File: config.mk
export PLATFORM = sky130hd
export DESIGN_NAME = pipeline_ctrl_flat
export DESIGN_NICKNAME = d
export VERILOG_FILES = /design/src/rtl/pipe_ctrl_pkg.sv /design/src/rtl/pipe_ctrl_if.sv /design/src/rtl/pipe_ctrl_perf.sv /design/src/rtl/pipeline_ctrl.sv /design/src/flat_wrapper.sv
export SDC_FILE = /design/constraint.sdc
export NUM_CORES = 1
export LEC_CHECK = 0
export ABC_AREA = 1
export CAP_MARGIN = 10
export CORE_AREA = 8 8 45 47
export DETAILED_ROUTE_END_ITERATION = 6
export DIE_AREA = 0 0 53 55
export GPL_ROUTABILITY_DRIVEN = 1
export GPL_TIMING_DRIVEN = 0
export PLACE_DENSITY = 0.79
export SLEW_MARGIN = 20
export SYNTH_ARGS = -nofsm -noshare
export SYNTH_HDL_FRONTEND = slang
export SYNTH_SLANG_ARGS = --single-unit
export TNS_END_PERCENT = 30
File: constraint.sdc
create_clock -name clk -period 2.65 [get_ports clk]
set_input_delay 0.3975 -clock clk [delete_from_list [all_inputs] [get_ports clk]]
set_output_delay 0.3975 -clock clk [all_outputs]
set_load 0.005 [all_outputs]
File: src/rtl/pipe_ctrl_pkg.sv
// Shared types and constants for pipeline_ctrl: FSM state encoding, the
// packed per-stage control word with its canonical patterns, and the
// watchdog counter sizing helper.
package pipe_ctrl_pkg;

    typedef enum logic [1:0] {
        S_RUN      = 2'd0,
        S_MEM_WAIT = 2'd1,
        S_HALT     = 2'd2
    } state_t;

    // MSB first: enables for PC, IF/ID, ID/EX, EX/MEM, MEM/WB, then flushes
    // for IF/ID, ID/EX, MEM/WB.
    typedef struct packed {
        logic pc_write;
        logic if_id_write;
        logic id_ex_write;
        logic ex_mem_write;
        logic mem_wb_write;
        logic if_id_flush;
        logic id_ex_flush;
        logic mem_wb_flush;
    } ctrl_t;

    // Normal advance: every stage writes, no bubbles.
    localparam ctrl_t CTRL_PASS   = ctrl_t'(8'b1111_1000);
    // Memory freeze: only MEM/WB advances, and it takes a bubble so the
    // stalled access does not retire twice.
    localparam ctrl_t CTRL_FREEZE = ctrl_t'(8'b0000_1001);
    // Everything held, no bubbles (reset, halt request, halted).
    localparam ctrl_t CTRL_HOLD   = ctrl_t'(8'b0000_0000);

    // Wide enough to hold the value MEM_TIMEOUT itself.
    function automatic int wait_cnt_w(input int timeout);
        int w;
        w = $clog2(timeout + 1);
        return (w < 1) ? 1 : w;
    endfunction

endpackage

File: src/rtl/pipe_ctrl_if.sv
// Handshake bundle between the pipeline datapath and pipeline_ctrl.
// master: the controller side (takes requests, drives enables/flushes).
// slave:  the datapath side.
interface pipe_ctrl_if;

    logic hdu_stall;
    logic branch_taken;
    logic mem_req;
    logic mem_ready;
    logic halt_req;

    logic pc_write;
    logic if_id_write;
    logic id_ex_write;
    logic ex_mem_write;
    logic mem_wb_write;
    logic if_id_flush;
    logic id_ex_flush;
    logic mem_wb_flush;
    logic halted;
    logic mem_err;

    modport master (
        input  hdu_stall, branch_taken, mem_req, mem_ready, halt_req,
        output pc_write, if_id_write, id_ex_write, ex_mem_write, mem_wb_write,
        output if_id_flush, id_ex_flush, mem_wb_flush, halted, mem_err
    );

    modport slave (
        output hdu_stall, branch_taken, mem_req, mem_ready, halt_req,
        input  pc_write, if_id_write, id_ex_write, ex_mem_write, mem_wb_write,
        input  if_id_flush, id_ex_flush, mem_wb_flush, halted, mem_err
    );

endinterface

File: src/rtl/pipe_ctrl_perf.sv
// Saturating performance counter bank for pipeline_ctrl. Only built when
// PIPE_CTRL_PERF_EN is defined.
module pipe_ctrl_perf #(
    parameter int CNT_W = 32
) (
    input  logic             clk,
    input  logic             rst_n,
    input  logic             stall_ev,
    input  logic             flush_ev,
    input  logic             wait_ev,
    output logic [CNT_W-1:0] stall_cycles,
    output logic [CNT_W-1:0] flush_count,
    output logic [CNT_W-1:0] memwait_cycles
);

    // Each counter stops at all-ones instead of wrapping.
    always_ff @(posedge clk) begin
        if (!rst_n) begin
            stall_cycles   <= '0;
            flush_count    <= '0;
            memwait_cycles <= '0;
        end else begin
            if (stall_ev && (stall_cycles != '1))
                stall_cycles <= stall_cycles + 1'b1;
            if (flush_ev && (flush_count != '1))
                flush_count <= flush_count + 1'b1;
            if (wait_ev && (memwait_cycles != '1))
                memwait_cycles <= memwait_cycles + 1'b1;
        end
    end

endmodule

File: src/rtl/pipeline_ctrl.sv
// Stall/flush/freeze sequencer for the 5-stage pipeline with a memory-wait
// watchdog and terminal halt. Optional perf counters: PIPE_CTRL_PERF_EN.
//
// state    | meaning
// ---------+-----------------------------------------------------------
// RUN      | normal flow; branch flush / load-use stall applied here
// MEM_WAIT | data access outstanding; frozen until mem_ready or timeout
// HALT     | terminal; everything held until reset
module pipeline_ctrl
    import pipe_ctrl_pkg::*;
#(
    parameter int MEM_TIMEOUT = 255,
    parameter int CNT_W       = 32
) (
    input  logic             clk,
    input  logic             rst_n,
    pipe_ctrl_if.master      bus
`ifdef PIPE_CTRL_PERF_EN
    ,
    output logic [CNT_W-1:0] stall_cycles,
    output logic [CNT_W-1:0] flush_count,
    output logic [CNT_W-1:0] memwait_cycles
`endif
);

    localparam int WCW = wait_cnt_w(MEM_TIMEOUT);
    localparam logic [WCW-1:0] TIMEOUT_CNT = WCW'(MEM_TIMEOUT);

    if (MEM_TIMEOUT < 1 || CNT_W < 1) begin : g_param_check
        $error("pipeline_ctrl: MEM_TIMEOUT and CNT_W must be at least 1");
    end

    state_t         state, state_nxt;
    ctrl_t          ctrl;
    logic           freeze;
    logic           timeout;
    logic [WCW-1:0] wait_cnt;
    logic [WCW-1:0] wait_cnt_inc;
    logic           halted;
    logic           mem_err;

    assign wait_cnt_inc = wait_cnt + 1'b1;

    // State register.
    always_ff @(posedge clk) begin
        if (!rst_n) state <= S_RUN;
        else        state <= state_nxt;
    end

    // Next state and Mealy control word; priority is freeze, halt, branch, stall.
    always_comb begin
        ctrl      = CTRL_HOLD;
        state_nxt = state;
        freeze    = 1'b0;
        timeout   = 1'b0;
        if (rst_n) begin
            case (state)
                S_RUN, S_MEM_WAIT: begin
                    ctrl = CTRL_PASS;
                    if ((state == S_MEM_WAIT || bus.mem_req) && !bus.mem_ready) begin
                        freeze    = 1'b1;
                        ctrl      = CTRL_FREEZE;
                        state_nxt = S_MEM_WAIT;
                        if (wait_cnt_inc == TIMEOUT_CNT) begin
                            timeout   = 1'b1;
                            state_nxt = S_HALT;
                        end
                    end else if (bus.halt_req) begin
                        ctrl      = CTRL_HOLD;
                        state_nxt = S_HALT;
                    end else begin
                        state_nxt = S_RUN;
                        if (bus.branch_taken) begin
                            ctrl.if_id_flush = 1'b1;
                            ctrl.id_ex_flush = 1'b1;
                        end else if (bus.hdu_stall) begin
                            ctrl.pc_write    = 1'b0;
                            ctrl.if_id_write = 1'b0;
                            ctrl.id_ex_flush = 1'b1;
                        end
                    end
                end
                default: state_nxt = S_HALT;
            endcase
        end
    end

    // Watchdog count plus registered halted / sticky mem_err.
    always_ff @(posedge clk) begin
        if (!rst_n) begin
            wait_cnt <= '0;
            halted   <= 1'b0;
            mem_err  <= 1'b0;
        end else begin
            wait_cnt <= freeze ? wait_cnt_inc : '0;
            halted   <= (state_nxt == S_HALT);
            if (timeout) mem_err <= 1'b1;
        end
    end

    assign bus.pc_write     = ctrl.pc_write;
    assign bus.if_id_write  = ctrl.if_id_write;
    assign bus.id_ex_write  = ctrl.id_ex_write;
    assign bus.ex_mem_write = ctrl.ex_mem_write;
    assign bus.mem_wb_write = ctrl.mem_wb_write;
    assign bus.if_id_flush  = ctrl.if_id_flush;
    assign bus.id_ex_flush  = ctrl.id_ex_flush;
    assign bus.mem_wb_flush = ctrl.mem_wb_flush;
    assign bus.halted       = halted;
    assign bus.mem_err      = mem_err;

`ifdef PIPE_CTRL_PERF_EN
    // A branch flush is the only case with if_id_flush set; a load-use
    // stall is the only case with id_ex_flush alone.
    pipe_ctrl_perf #(.CNT_W(CNT_W)) u_perf (
        .clk            (clk),
        .rst_n          (rst_n),
        .stall_ev       (ctrl.id_ex_flush && !ctrl.if_id_flush),
        .flush_ev       (ctrl.if_id_flush),
        .wait_ev        (freeze),
        .stall_cycles   (stall_cycles),
        .flush_count    (flush_count),
        .memwait_cycles (memwait_cycles)
    );
`endif

endmodule

File: src/flat_wrapper.sv
// flat-port wrapper written by rule: the top's interface ports become plain ports
module pipeline_ctrl_flat import pipe_ctrl_pkg::*;
#(
    parameter int MEM_TIMEOUT = 255,
    parameter int CNT_W       = 32
)
  (clk, rst_n, bus_hdu_stall, bus_branch_taken, bus_mem_req, bus_mem_ready, bus_halt_req, bus_pc_write, bus_if_id_write, bus_id_ex_write, bus_ex_mem_write, bus_mem_wb_write, bus_if_id_flush, bus_id_ex_flush, bus_mem_wb_flush, bus_halted, bus_mem_err);
  pipe_ctrl_if bus_i ();
  input  logic clk;
  input  logic rst_n;
  input wire logic [$bits(bus_i.hdu_stall)-1:0] bus_hdu_stall;
  input wire logic [$bits(bus_i.branch_taken)-1:0] bus_branch_taken;
  input wire logic [$bits(bus_i.mem_req)-1:0] bus_mem_req;
  input wire logic [$bits(bus_i.mem_ready)-1:0] bus_mem_ready;
  input wire logic [$bits(bus_i.halt_req)-1:0] bus_halt_req;
  output wire logic [$bits(bus_i.pc_write)-1:0] bus_pc_write;
  output wire logic [$bits(bus_i.if_id_write)-1:0] bus_if_id_write;
  output wire logic [$bits(bus_i.id_ex_write)-1:0] bus_id_ex_write;
  output wire logic [$bits(bus_i.ex_mem_write)-1:0] bus_ex_mem_write;
  output wire logic [$bits(bus_i.mem_wb_write)-1:0] bus_mem_wb_write;
  output wire logic [$bits(bus_i.if_id_flush)-1:0] bus_if_id_flush;
  output wire logic [$bits(bus_i.id_ex_flush)-1:0] bus_id_ex_flush;
  output wire logic [$bits(bus_i.mem_wb_flush)-1:0] bus_mem_wb_flush;
  output wire logic [$bits(bus_i.halted)-1:0] bus_halted;
  output wire logic [$bits(bus_i.mem_err)-1:0] bus_mem_err;
  assign bus_i.hdu_stall = bus_hdu_stall;
  assign bus_i.branch_taken = bus_branch_taken;
  assign bus_i.mem_req = bus_mem_req;
  assign bus_i.mem_ready = bus_mem_ready;
  assign bus_i.halt_req = bus_halt_req;
  assign bus_pc_write = bus_i.pc_write;
  assign bus_if_id_write = bus_i.if_id_write;
  assign bus_id_ex_write = bus_i.id_ex_write;
  assign bus_ex_mem_write = bus_i.ex_mem_write;
  assign bus_mem_wb_write = bus_i.mem_wb_write;
  assign bus_if_id_flush = bus_i.if_id_flush;
  assign bus_id_ex_flush = bus_i.id_ex_flush;
  assign bus_mem_wb_flush = bus_i.mem_wb_flush;
  assign bus_halted = bus_i.halted;
  assign bus_mem_err = bus_i.mem_err;
  pipeline_ctrl #(.MEM_TIMEOUT(MEM_TIMEOUT), .CNT_W(CNT_W)) u_core (.clk(clk), .rst_n(rst_n), .bus(bus_i));
endmodule
Yosys cells after proc, flatten, opt, wreduce, memory -nomap -nowiden --
Cells that the tools add are included.
Word-level totals: logic and storage cells 37, register bits after elaboration 12, output and inout port bits 10, bits of input ports 7
Operators by class: equal/unequal tests 3, add/sub/neg operators 1, mux-type cells 23, reduce and logical (&&, ||, !) cells 6
Operators with widths (number):
- $mux W8 | 3
- $mux W2 | 9
- $mux W1 | 10
- $add A8 B1 Y8 const B | 1
- $eq A8 B8 Y1 const B | 1
- $mux W3 | 1
- $eq A2 B1 Y1 const B | 1
- $eq A2 B2 Y1 const B | 1
- $logic_not A2 Y1 | 1
- $reduce_and A2 Y1 | 1
- $reduce_or A2 Y1 | 1
- $logic_and A1 B1 Y1 | 1
- $logic_not A1 Y1 | 1
- $logic_or A1 B1 Y1 | 1

Logic depth before layout (Yosys ltp) --
Gate-level depths: netlist (run 1).
depth in word-level cells 7, mapped depth 10, mapped depth without buffers 10

Worst setup path before layout (run 1) --
Ideal clock, no wire load.
kind input-to-output, start point input port rst_n, end point output port bus_pc_write, stages on the path 5, arrival 1043 ps, setup slack 1210 ps, required time 2253 ps, path through inv_1 nor3_1 nand2_1 a21oi_1 buf_4
Between the ends: longest elaborated chain between the ends 1
Ends and longest elaborated chain:
- from (decl) | RTL line flat_wrapper.sv:10 | input logic rst_n;
- $mux W8 | RTL line pipeline_ctrl.sv:56 | if (rst_n) begin
- to (decl) | RTL line flat_wrapper.sv:16 | output wire logic [$bits(bus_i.pc_write)-1:0] bus_pc_write;
Every way passes these cells.

Final worst setup path (run 1) --
Ends and elaborated chain as after synthesis.

==> out/metrics.cfg, run 1 <==
[run_status]
status = completed

[sta]
post-route-min-period_ns = 2.457
clock_skew_ns = 0.003597
relSlewSlack = 0.8153
max_freq_mhz = 407.1
setup-tns-final_ns = 0
rsz0062_at_grt = false
holdWs_ns = 0.4604
worstMarginPinSlew_ns = 0.2755
hold_viol = 0
slew_viol_final = 0
worst_slack_ns = 0.1934
post-route-period-util = 0.9270
setup_viol = 0

[setup_path]
crit_path_end = bus_pc_write
slowest_delay_ns = 0.49
crit_chain = clkdlybuf4s50_1, inv_1, nor3_1, nand2_1, a21oi_1, buf_4, clkdlybuf4s50_1
rrSetupSlack_ns = 1.19
startpoint = rst_n
worst_path_most_repeated_cell = clkdlybuf4s50_1
reg2reg_from = u_core.wait_cnt[0]$_SDFF_PN0_
crit_path_max_fanout = 4
timing_worst_setup_path_type = input pin to primary output
startpoint_type = input pin
worstPathArrival_ns = 2.06
slowest_stage = clkdlybuf4s50_1
crit_required_ns = 2.25
cp-end-kind = primary output
rr_worst_depth = 10
r2r_end = u_core.bus.mem_err$_SDFFE_PN0P_

[global_routing]
grt_pass1_wl_mm = 2.056
grt_pass1_vias = 539
antenna_found_initial = 0
grt_start_max_net_pins = 10
grtUsageTotal = 0.09644
grt_overflow = 0

[floorplanning]
dieArea_um2 = 2915
core_area_um2 = 1384
start_util = 0.4430
rows = 14
chipHeight_um = 55
die_x_um = 53
pin_count = 17

[clocking]
clock_sinks = 12
holdBufCountCts = 0
cts_inserted_buffers = 3
htree_levels = 1
clockBufferDepth = 2
clock_latency_ns = 0.26
postCtsSetupBuffers = 0
cts.reportedPaths.clkPinSlew_ns = 0.07
clockRootBuffer = clkbuf_4
cts_resized = 0
cts_tree = done

[route]
finalWirelength_mm = 1.248
drc = 0
vias = 555
ant_nets = 0
dr.first_iter.drc_count = 10
via_per_inst = 4.625
post_drt_wl_per_cell_um = 10.40
dr.pass1.iters = 4

[synthesis]
syn_nets = 93
yosys_warnings = 0
netlist_instances = 84
seq_area_frac_synth = 0.3918
synth.distinct_cells = 20
ys_ff_latch = 12
syn_area_um2 = 613.1
syn_avg_cell_area_um2 = 7.299

[finish]
layout_commonest_cell = clkdlybuf4s50_1
multiInputGateArea_um2 = 297.8
seqCellArea_um2 = 240.2
stdcell_area_um2 = 829.5
nets = 114
final_cells = 120
n_fill_cell = 123
drive_above_1_share = 0.1827
antennaDiodeCount = 0
mostFrequentLayoutCells = clkdlybuf4s50_1 (16), inv_1 (15), nand2_1 (14)
area_delta_synth_final_pct = 35.31
utilization = 0.5995

[pwr]
power_mw = 0.3651
p_leak_nw = 0.3450
ir_drop_mv = 0.3662
powerDensity_nw_per_um2 = 440.1

[placement]
dpl-instance-area_um2 = 793.3
gp_congestion = 0.7586
placedCellCount = 116
dp_hpwl_mm = 1.077
pre_cts_ws_ns = 0.2083
port_buffers = 16

[min_path]
hold_depth = 2
hold_path.class = flip-flop to flip-flop

[job]
cap_viol_max_count = 0

cells by family (layout without fill, tap and decap cells):
family                     Yosys count  after routing  synth area share
AOI/OAI and AO/OA                    6              6           0.06735
buffers and inverters               18             38            0.1224
DFF                                 12             12            0.3918
and+or+nand+nor                     45             45            0.3633
adders and majority gates            2              2           0.04081
xor gates and xnor gates             1              1           0.01429
metal layers:
| metal | routed length, µm | vias up | track usage |
|---|---|---|---|
| li1 | - | 292 | - |
| met1 | 486 | 251 | 0.08576 |
| met2 | 681 | 10 | 0.1758 |
| met3 | 67 | 2 | 0.04813 |
| met4 | 12 | 0 | 0.05172 |
| met5 | 0 | - | 0 |
worst min path at each step:
stage          slack [ns]                            start                               to
3_3_place_gp         0.44  u_core.bus.mem_err$_SDFFE_PN0P_  u_core.bus.mem_err$_SDFFE_PN0P_
5_1_grt              0.48  u_core.bus.mem_err$_SDFFE_PN0P_  u_core.bus.mem_err$_SDFFE_PN0P_
4_1_cts              0.46  u_core.bus.mem_err$_SDFFE_PN0P_  u_core.bus.mem_err$_SDFFE_PN0P_
3_5_place_dp         0.45  u_core.bus.mem_err$_SDFFE_PN0P_  u_core.bus.mem_err$_SDFFE_PN0P_
6_report             0.46  u_core.bus.mem_err$_SDFFE_PN0P_  u_core.bus.mem_err$_SDFFE_PN0P_
2_1_floorplan        0.44    u_core.wait_cnt[0]$_SDFF_PN0_    u_core.wait_cnt[0]$_SDFF_PN0_
worst max-delay path, delay by kind of cell:
family | cells | cell delay (ns)
AOI/OAI and AO/OA | 1 | 0.19
buffers and inverters | 4 | 1.16
and+or+nand+nor | 2 | 0.31
synth_stat cells (all sizes together):
cell type | n | area (µm²)
o21a | 1 | 7.510
nor2 | 17 | 83.83
a21oi | 3 | 18.77
or2 | 1 | 6.260
nand3 | 7 | 40.04
ha | 2 | 25.02
o21bai | 2 | 15.01
inv | 16 | 60.05
nor3 | 2 | 15.01
xnor2 | 1 | 8.760
dfxtp | 12 | 240.2
nand2 | 18 | 77.57
buf | 2 | 15.01
sequential cells by signal (all words and copies together) (netlist names):
register / count
u_core.state: 2
u_core.wait_cnt: 8
u_core.bus.halted: 1
u_core.bus.mem_err: 1
report_power, final:
part / leakage [nW] / internal, mW / switching [mW]
Clock: 0.0210 / 0.0834 / 0.0564
Sequential: 0.0976 / 0.184 / 0.00233
Combinational: 0.226 / 0.0248 / 0.0142
Total: 0.345 / 0.292 / 0.0730
cell type report:
cell class,count,share of cell area
Timing Repair Buffer,16,0.1931
Clock buffer,4,0.04374
Multi-Input combinational cell,54,0.3590
Tap cell,16,0.02413
Sequential cell,12,0.2896
Inverter,16,0.07240
Buffer,2,0.01810
Power figures use the tool's default switching activity.
==> run 2, diff against run 1 <==
--- a/config.mk
+++ b/config.mk
@@ -6,13 +6,16 @@
 export NUM_CORES = 1
 export LEC_CHECK = 0
 export ABC_AREA = 1
+export ABC_CLOCK_PERIOD_IN_PS = 2650
 export CAP_MARGIN = 10
 export CORE_AREA = 8 8 45 47
 export DETAILED_ROUTE_END_ITERATION = 6
 export DIE_AREA = 0 0 53 55
+export DONT_BUFFER_PORTS = 1
 export GPL_ROUTABILITY_DRIVEN = 1
 export GPL_TIMING_DRIVEN = 0
-export PLACE_DENSITY = 0.79
+export MAX_ROUTING_LAYER = met4
+export PLACE_DENSITY = 0.63
 export SLEW_MARGIN = 20
 export SYNTH_ARGS = -nofsm -noshare
 export SYNTH_HDL_FRONTEND = slang
==> out/metrics.cfg, run 2 (same netlist as run 1, synthesis figures left out) <==
[sta]
setup_viol = 0
post-route-min-period_ns = 1.858
worst_slack_ns = 0.7921
holdWs_ns = 0.2716
worstMarginPinSlew_ns = 0.3215
slew_viol_final = 0
rsz0062_at_grt = false
relSlewSlack = 0.7845
clock_skew_ns = 0.002196
post-route-period-util = 0.7011
setup-tns-final_ns = 0
hold_viol = 0
max_freq_mhz = 538.2

[global_routing]
grt_overflow = 0
antenna_found_initial = 0
grt_pass1_vias = 442
grtUsageTotal = 0.08470
grt_start_max_net_pins = 10
grt_pass1_wl_mm = 1.725

[min_path]
hold_end = u_core.state[1]$_SDFF_PN0_
hold_path.class = input pin to flip-flop
min_from = rst_n
hold_depth = 2

[setup_path]
crit_required_ns = 2.25
reg2reg_from = u_core.wait_cnt[0]$_SDFF_PN0_
critPathBufInv = 1
rrSetupSlack_ns = 1.18
crit_path_max_fanout = 4
path_delay_family = compound AO/OA/AOI/OAI gates
cp-end-kind = primary output
rr_worst_depth = 10
slowest_delay_ns = 0.37
crit_chain = nor2_1, o21bai_1, nand2_1, a21oi_1, buf_4
worstPathArrival_ns = 1.46
r2r_end = u_core.bus.mem_err$_SDFFE_PN0P_
startpoint_type = flip-flop
timing_worst_setup_path_type = flip-flop to primary output
slowest_stage = dfxtp_1

[floorplanning]
die_x_um = 53
pin_count = 17
rows = 14
start_util = 0.4430
chipHeight_um = 55
core_area_um2 = 1384
dieArea_um2 = 2915

[clocking]
cts_inserted_buffers = 3
cts_resized = 0
clock_latency_ns = 0.27
clock_sinks = 12
cts.reportedPaths.clkPinSlew_ns = 0.07
clockRootBuffer = clkbuf_4
holdBufCountCts = 0
htree_levels = 1
clockBufferDepth = 2
cts_tree = done
postCtsSetupBuffers = 0

[route]
finalWirelength_mm = 1.056
via_per_inst = 4.644
ant_nets = 0
dr.pass1.iters = 3
post_drt_wl_per_cell_um = 10.15
vias = 483
dr.first_iter.drc_count = 5
drc = 0

[placement]
dp_hpwl_um = 876.7
pre_cts_ws_ns = 1.069
gp_congestion = 0.6778
port_buffers = 0
dpl-instance-area_um2 = 633.1

[finish]
largest_reg_flops = 8
area_delta_synth_final_pct = 9.184
drive_above_1_share = 0.2159
stdcell_area_um2 = 669.4
mostFrequentLayoutCells = inv_1 (15), nand2_1 (14), nor2_1 (13)
max_flop_register = u_core.wait_cnt
nets = 98
layout_commonest_cell = inv_1
antennaDiodeCount = 0
largest_registers = u_core.wait_cnt: 8 flops, u_core.state: 2 flops

[run_status]
status = completed

[pwr]
powerDensity_nw_per_um2 = 517.3
ir_drop_mv = 0.3389
p_leak_nw = 0.2864

[job]
cap_viol_max_count = 0

[run 2: changes by cell type in the layout (fill, tap and decap cells not counted), sizes merged]
| cell | before | now |
|---|---|---|
| clkdlybuf4s50 | 16 | 0 |
[run 2: layout make-up]
cell class | instances | area (µm²)
buffer | 2 | 15.01
clock buffer | 4 | 36.28
fill | 149 | 714.4
inverter | 16 | 60.06
multi-input combinational | 54 | 297.8
sequential | 12 | 240.2
tap | 16 | 20.02
[run 2: worst max path at each step]
| stage | endpoint | cells after the start | slack, ns | startpoint |
|---|---|---|---|---|
| after floorplan | bus_pc_write | 5 | 1.21 | rst_n |
| after global placement | bus_pc_write | 5 | 1.14 | rst_n |
| after detailed placement | bus_pc_write | 5 | 1.07 | u_core.state[1]$_SDFF_PN0_ |
| after CTS | bus_pc_write | 5 | 0.76 | u_core.state[1]$_SDFF_PN0_ |
| after global routing | bus_pc_write | 5 | 0.67 | u_core.state[1]$_SDFF_PN0_ |
| final | bus_pc_write | 5 | 0.79 | u_core.state[1]$_SDFF_PN0_ |
[run 2: routing by layer]
| layer | GRT usage | share of wire | wire, µm |
|---|---|---|---|
| met5 | - | 0 | 0 |
| met4 | 0.06466 | 0.035 | 37 |
| met3 | 0.03743 | 0.072 | 76 |
| met2 | 0.1406 | 0.52 | 545 |
| met1 | 0.07504 | 0.38 | 397 |
[run 2: worst register-to-register path, cell delays in order (launching register included)]
cell	delay, ns
dfxtp_1	0.35
ha_1	0.23
nand2_1	0.15
inv_1	0.06
nand2_1	0.06
nand2_1	0.07
nor2_1	0.09
nand2_1	0.09
nor2_4	0.10
nand3_1	0.08
a21oi_1	0.13
[run 2: through the flow]
step                power, mW    util  instances
floorplan              0.2043       -         84
global placement       0.2071  0.4575        100
detailed placement     0.2078  0.4575        100
CTS                    0.3535  0.4837        104
global route           0.3665  0.4837        104
finish                 0.3463  0.4837        104
[run 2: power breakdown]
part	leakage, nW	total (mW)	internal [mW]	switching [mW]
combinational	0.168	0.0163	0.00635	0.00996
sequential	0.0976	0.187	0.184	0.00260
clock	0.0210	0.143	0.0835	0.0600
